`src/rtl/scaled_multiplier_if.sv`:
```
// Start/done handshake and operand/result bundle for the scaled-format multiplier.
interface scaled_multiplier_if;
    logic        start;
    logic [15:0] in1;
    logic [15:0] in2;
    logic        busy;
    logic        done;
    logic [15:0] out;
    logic        ovf;

    modport master (
        output start, in1, in2,
        input  busy, done, out, ovf
    );

    modport slave (
        input  start, in1, in2,
        output busy, done, out, ovf
    );
endinterface

```
`src/rtl/scaled_multiplier.sv`:
```
// Sequential signed shift-add multiplier for the 16-bit scaled word format
// (13-bit mantissa, 3-bit scale) with renormalisation and saturation.
module scaled_multiplier #(
    parameter int MANT_W    = 13,
    parameter int SCALE_MAX = 7
) (
    input  logic               clk,
    input  logic               rst,
    scaled_multiplier_if.slave bus
);
    localparam int ACC_W = 2 * MANT_W;
    localparam int P_W   = ACC_W + 1;

    typedef logic signed [P_W-1:0] prod_t;
    typedef enum logic [1:0] {IDLE, MUL, NORM, DONE} state_t;

    localparam prod_t P_HI = prod_t'((2 ** (MANT_W - 1)) - 1);
    localparam prod_t P_LO = prod_t'(-(2 ** (MANT_W - 1)));

    state_t            state;
    state_t            state_nx;
    logic [MANT_W-1:0] mb;
    logic [ACC_W-1:0]  ma_sh;
    logic [ACC_W-1:0]  acc;
    logic [ACC_W-1:0]  acc_nx;
    logic [3:0]        cnt;
    logic [3:0]        scale;
    logic              sign;
    prod_t             prod;
    prod_t             prod_mag;
    logic              fits;
    logic              shift;
    logic [15:0]       out_q;
    logic              ovf_q;

    function automatic logic [MANT_W-1:0] mag(input logic [MANT_W-1:0] m);
        return m[MANT_W-1] ? (~m) + MANT_W'(1) : m;
    endfunction

    assign acc_nx   = acc + (mb[0] ? ma_sh : '0);
    assign prod_mag = prod_t'({1'b0, acc_nx});
    assign fits     = (prod >= P_LO) && (prod <= P_HI);
    assign shift    = ((scale > 4'(SCALE_MAX)) || !fits) && (scale != 4'd0);

    always_comb begin
        state_nx = state;
        unique case (state)
            IDLE: if (bus.start) state_nx = MUL;
            MUL:  if (cnt == 4'(MANT_W - 1)) state_nx = NORM;
            NORM: if (!shift) state_nx = DONE;
            DONE: state_nx = IDLE;
            default: state_nx = IDLE;
        endcase
    end

    always_ff @(posedge clk) begin
        if (rst) begin
            state <= IDLE;
            mb    <= '0;
            ma_sh <= '0;
            acc   <= '0;
            cnt   <= '0;
            scale <= '0;
            sign  <= 1'b0;
            prod  <= '0;
            out_q <= '0;
            ovf_q <= 1'b0;
        end else begin
            state <= state_nx;
            unique case (state)
                IDLE: if (bus.start) begin
                    ma_sh <= ACC_W'(mag(bus.in1[15:3]));
                    mb    <= mag(bus.in2[15:3]);
                    sign  <= bus.in1[15] ^ bus.in2[15];
                    scale <= {1'b0, bus.in1[2:0]} + {1'b0, bus.in2[2:0]};
                    acc   <= '0;
                    cnt   <= '0;
                end
                MUL: begin
                    acc   <= acc_nx;
                    ma_sh <= ma_sh << 1;
                    mb    <= mb >> 1;
                    cnt   <= cnt + 4'd1;
                    if (cnt == 4'(MANT_W - 1))
                        prod <= sign ? -prod_mag : prod_mag;
                end
                NORM: begin
                    if (shift) begin
                        prod  <= prod >>> 1;
                        scale <= scale - 4'd1;
                    end else if (fits) begin
                        out_q <= {prod[MANT_W-1:0], scale[2:0]};
                        ovf_q <= 1'b0;
                    end else begin
                        // Scale exhausted: clamp to the extreme of the sign.
                        out_q <= {prod[P_W-1], {(MANT_W-1){~prod[P_W-1]}}, 3'd0};
                        ovf_q <= 1'b1;
                    end
                end
                DONE: ;
                default: ;
            endcase
        end
    end

    assign bus.busy = (state != IDLE);
    assign bus.done = (state == DONE);
    assign bus.out  = out_q;
    assign bus.ovf  = ovf_q;
endmodule

```
`src/flat_wrapper.sv`:
```
// flat-port wrapper written by rule: the top's interface ports become plain ports
module scaled_multiplier_flat 
#(
    parameter int MANT_W    = 13,
    parameter int SCALE_MAX = 7
)
  (clk, rst, bus_start, bus_in1, bus_in2, bus_busy, bus_done, bus_out, bus_ovf);
  scaled_multiplier_if bus_i ();
  input  logic clk;
  input  logic rst;
  input wire logic [$bits(bus_i.start)-1:0] bus_start;
  input wire logic [$bits(bus_i.in1)-1:0] bus_in1;
  input wire logic [$bits(bus_i.in2)-1:0] bus_in2;
  output wire logic [$bits(bus_i.busy)-1:0] bus_busy;
  output wire logic [$bits(bus_i.done)-1:0] bus_done;
  output wire logic [$bits(bus_i.out)-1:0] bus_out;
  output wire logic [$bits(bus_i.ovf)-1:0] bus_ovf;
  assign bus_i.start = bus_start;
  assign bus_i.in1 = bus_in1;
  assign bus_i.in2 = bus_in2;
  assign bus_busy = bus_i.busy;
  assign bus_done = bus_i.done;
  assign bus_out = bus_i.out;
  assign bus_ovf = bus_i.ovf;
  scaled_multiplier #(.MANT_W(MANT_W), .SCALE_MAX(SCALE_MAX)) u_core (.clk(clk), .rst(rst), .bus(bus_i));
endmodule
```
`config.mk`:
```
export PLATFORM = sky130hd
export DESIGN_NAME = scaled_multiplier_flat
export DESIGN_NICKNAME = d
export VERILOG_FILES = /design/src/rtl/scaled_multiplier_if.sv /design/src/rtl/scaled_multiplier.sv /design/src/flat_wrapper.sv
export SDC_FILE = /design/constraint.sdc
export NUM_CORES = 1
export LEC_CHECK = 0
export BUFFER_PORTS_ARGS = -buffer_cell sky130_fd_sc_hd__buf_2
export CAP_MARGIN = 20
export CORE_UTILIZATION = 68
export CTS_BUF_LIST = sky130_fd_sc_hd__clkbuf_8
export DETAILED_ROUTE_END_ITERATION = 16
export GPL_TIMING_DRIVEN = 0
export PLACE_DENSITY = 0.88
export SETUP_SLACK_MARGIN = 0.05
export SYNTH_ARGS = -nofsm -noshare
export SYNTH_HDL_FRONTEND = slang
export SYNTH_SLANG_ARGS = --single-unit
```
`constraint.sdc`:
```
create_clock -name clk -period 5.6 [get_ports clk]
set_input_delay 1.12 -clock clk [delete_from_list [all_inputs] [get_ports clk]]
set_output_delay 1.12 -clock clk [all_outputs]
set_load 0.02 [all_outputs]
```
==> metrics.md <==
| Metric | Value |
|---|---|
| Status | `completed` |
| Critical setup path kind | `register to register` |
| Routed WL | `20,700 um` |
| Synth-to-layout area growth | `10.9%` |
| Layout net count | `1,180` |
| Max-cap violations | `0` |
| Die ar. | `12,000 um2` |
| Remaining DRCs | `0` |
| Overall die height | `109 um` |
| Startpoint types | `register` |
| EDFF count, synth | `0` |
| Min Tclk post-route | `4.53 ns` |
| Area leader, netlist | `dfxtp_1` |
| Critical-path maximum fanout | `10` |
| Final ANT Viol Nets | `0` |
| Drt via density | `6.22` |
| CTS tree | `yes` |
| Total Power | `0.00349 W` |
| Max Freq | `0.221 GHz` |
| Area contributors post-synth | `dfxtp_1 31%, nor2_1 7.6%, a21oi_1 6.7%` |
| Unrepaired setup endpoints after global routing | `no` |
| CP peak stage delay | `0.80 ns` |
| WP buf/inv | `1` |
| Max VDD drop | `0.431 mV` |
| HP Start | `u_core.bus.out[0]$_SDFFE_PP0P_` |
| DIE WIDTH | `109 um` |
| Main synth FF type | `dfxtp_1` |
| Clk sink count | `120` |
| DRT Pass-1 Iters | `6` |
| First-pass GRT wire length | `34,000 um` |
| Worst Hold Path Cells | `2` |
| RePlAce Congestion | `0.950` |
| Setup crit end kind | `register` |
| Ports | `54` |
| Buffers on Ports | `53` |
| Highest-count cells in the layout ignoring fill and taps | `159 x nor2_1, 120 x dfxtp_1, 105 x a21oi_1` |
| CTS resizes | `0` |
| Cts hold-fix bufs | `0` |
| Setup TNS | `0 ns` |
| Cell Area, Placed | `8280 um2` |
| Worst r2r src | `u_core.mb[0]$_SDFFE_PP0P_` |
| P_leak | `3.51 nW` |
| Pin count of the biggest net entering global routing | `17` |
| Total number of vias | `7,830` |
| Clk buf depth | `2` |
| Clk slew on worst S/H paths | `0.08 ns` |
| Final instance area | `8690 um2` |
| Fraction of layout cells with a size suffix above 1 | `0.106` |
| Yosys warns | `0` |
| ANT cells | `0` |
| CTS root buf | `clkbuf_8` |
| Antenna violations before repair | `0` |
| Gr usage total | `0.366` |
| Period Utilization, post-route | `0.810` |
| Critical path arrival | `4.89 ns` |
| Post-DP HPWL | `15,600 um` |
| Syn Nets | `1,108` |
| Std cell rows | `38` |
| Reg2reg path depth | `14` |
| WHS Endpoint | `u_core.bus.out[0]$_SDFFE_PP0P_` |
| Seq cells post-synth | `120` |
| CTS Buf Count | `17` |
| WL per Instance | `16.5 um` |
| Final Hold Viols | `0` |
| WP data required | `5.95 ns` |
| Seq/Total Area, Yosys | `0.307` |
| R2r setup slk | `1.07 ns` |
| Htree depth | `4` |
| Worst-Margin Slew | `0.886 ns` |
| Distinct cells, synth | `72` |
| DRT iter0 DRCs | `732` |
| Setup Viol. Count Final | `0` |
| Syn Inst Count | `1,033` |
| Initial cell density of the core | `0.710` |
| PD cells | `401 nW/um2` |
| Commonest non-fill, non-tap cell in the layout | `nor2_1` |
| CP Cell Sequence | `clkbuf_1, and2_1, ha_1, fa_1, a211oi_1, o211ai_2, a31oi_2, o31ai_1, a311oi_1, nor2_1, and4bb_1, o21bai_1, a21oi_1, o41ai_2` |
| Slew Limit Fails | `0` |
| Post-CTS setup buffers | `0` |
| CP top delay family | `compound AO/OA/AOI/OAI gates` |
| Vias in the first global route | `7,388` |
| Mean Syn Cell Area | `7.58 um2` |
| Worst relative slew slack | `0.405` |
| Critical R2R Capture | `u_core.prod[22]$_SDFFE_PP0P_` |
| Core area | `11,000 um2` |
| Gr ovfl total | `0` |
| Slowest cell on crit path | `a311oi_1` |
| Clock Latency Late Sink | `0.46 ns` |
| Class of the worst hold path | `register to register` |
| Skew final | `0.0125 ns` |
| Cell area after synthesis | `7840 um2` |
| Async SR Flop Fraction | `0` |
| Top cell type's share of synthesized area | `0.307` |
state kept, by name, summed over array words and instances (netlist names), 2 cells and up:
register	flops
u_core.prod	27
u_core.acc	26
u_core.ma_sh	26
u_core.bus.out	16
u_core.mb	13
u_core.cnt	4
u_core.scale	4
u_core.state	2
layer usage:
| metal | routed length [um] | global-route usage | share of wire | vias up |
|---|---|---|---|---|
| met5 | 0 | 0 | 0 | - |
| met4 | 936 | 0.218 | 0.045 | 0 |
| met3 | 1480 | 0.0812 | 0.071 | 70 |
| met2 | 9960 | 0.634 | 0.48 | 341 |
| met1 | 8330 | 0.411 | 0.40 | 3609 |
| li1 | - | - | - | 3810 |
worst register-to-register path, cell delays in order, from the launching register on:
cell and delay [ns]:
dfxtp_1 0.43, clkbuf_1 0.26, and2_1 0.19, ha_1 0.23, fa_1 0.46, a211oi_1 0.44
o211ai_2 0.18, a31oi_2 0.32, o31ai_1 0.18, a311oi_1 0.80, nor2_1 0.14, and4bb_1 0.24
o21bai_1 0.14, a21oi_1 0.12, o41ai_2 0.31
through the flow:
stage / cells / setup WS, ns / hold slack [ns] / utilization
after global routing: 1258 / 0.791 / 0.481 / 0.788
final: 1258 / 1.07 / 0.460 / 0.788
after detailed placement: 1226 / 1.22 / 0.445 / 0.750
after CTS: 1258 / 1.15 / 0.455 / 0.788
after floorplan: 1033 / 1.90 / 0.444 / -
after global placement: 1226 / 1.35 / 0.440 / 0.750
cells in the mapped netlist (all sizes together), types with 4 or more instances:
| cell | count |
|---|---|
| nor2 | 159 |
| dfxtp | 120 |
| a21oi | 105 |
| nand2 | 95 |
| clkbuf | 58 |
| o21ai | 48 |
| a22oi | 43 |
| xor2 | 41 |
| ha | 38 |
| nand3 | 35 |
| inv | 28 |
| and2 | 27 |
| xnor2 | 25 |
| a31oi | 21 |
| nand2b | 21 |
| o211ai | 17 |
| nor3 | 15 |
| o31ai | 15 |
| a21o | 10 |
| buf | 10 |
| mux2i | 10 |
| a211oi | 9 |
| nor4 | 8 |
| or4 | 8 |
| nand4 | 7 |
| nand3b | 5 |
| o41ai | 5 |
| or2 | 5 |
| or3 | 4 |
worst max path at each step:
stage / to / start / depth (start not counted)
floorplan: u_core.prod[26]$_SDFFE_PP0P_ / u_core.mb[0]$_SDFFE_PP0P_ / 14
global placement: u_core.prod[26]$_SDFFE_PP0P_ / u_core.mb[0]$_SDFFE_PP0P_ / 14
detailed placement: u_core.prod[22]$_SDFFE_PP0P_ / u_core.mb[0]$_SDFFE_PP0P_ / 14
CTS: u_core.prod[22]$_SDFFE_PP0P_ / u_core.mb[0]$_SDFFE_PP0P_ / 14
global route: u_core.prod[22]$_SDFFE_PP0P_ / u_core.mb[0]$_SDFFE_PP0P_ / 13
finish: u_core.prod[22]$_SDFFE_PP0P_ / u_core.mb[0]$_SDFFE_PP0P_ / 14
final cells by class:
| cell class | count | area [um2] |
|---|---|---|
| Buffer | 69 | 292 |
| Clock buffer | 18 | 248 |
| Clock inverter | 14 | 165 |
| Multi-Input combinational cell | 816 | 5040 |
| Sequential cell | 120 | 2400 |
| Tap cell | 140 | 175 |
| Fill cell | 829 | 2340 |
| Inverter | 28 | 105 |
| Timing Repair Buffer | 53 | 265 |
kinds of logic after synthesis:
logic type	after synthesis	share of synthesized area
and+or+nand+nor	403	0.243
buffers and inverters	97	0.0506
AOI/OAI and AO/OA	297	0.246
DFF	120	0.307
xor gates and xnor gates	66	0.0747
muxes	10	0.0128
adders and majority gates	40	0.0658
report_power, final:
group          switching [W]  internal (W)
registers           0.000114       0.00100
logic                0.00109      0.000468
clock network       0.000396      0.000419
total                0.00160       0.00189
Power figures use the tool's default switching activity.
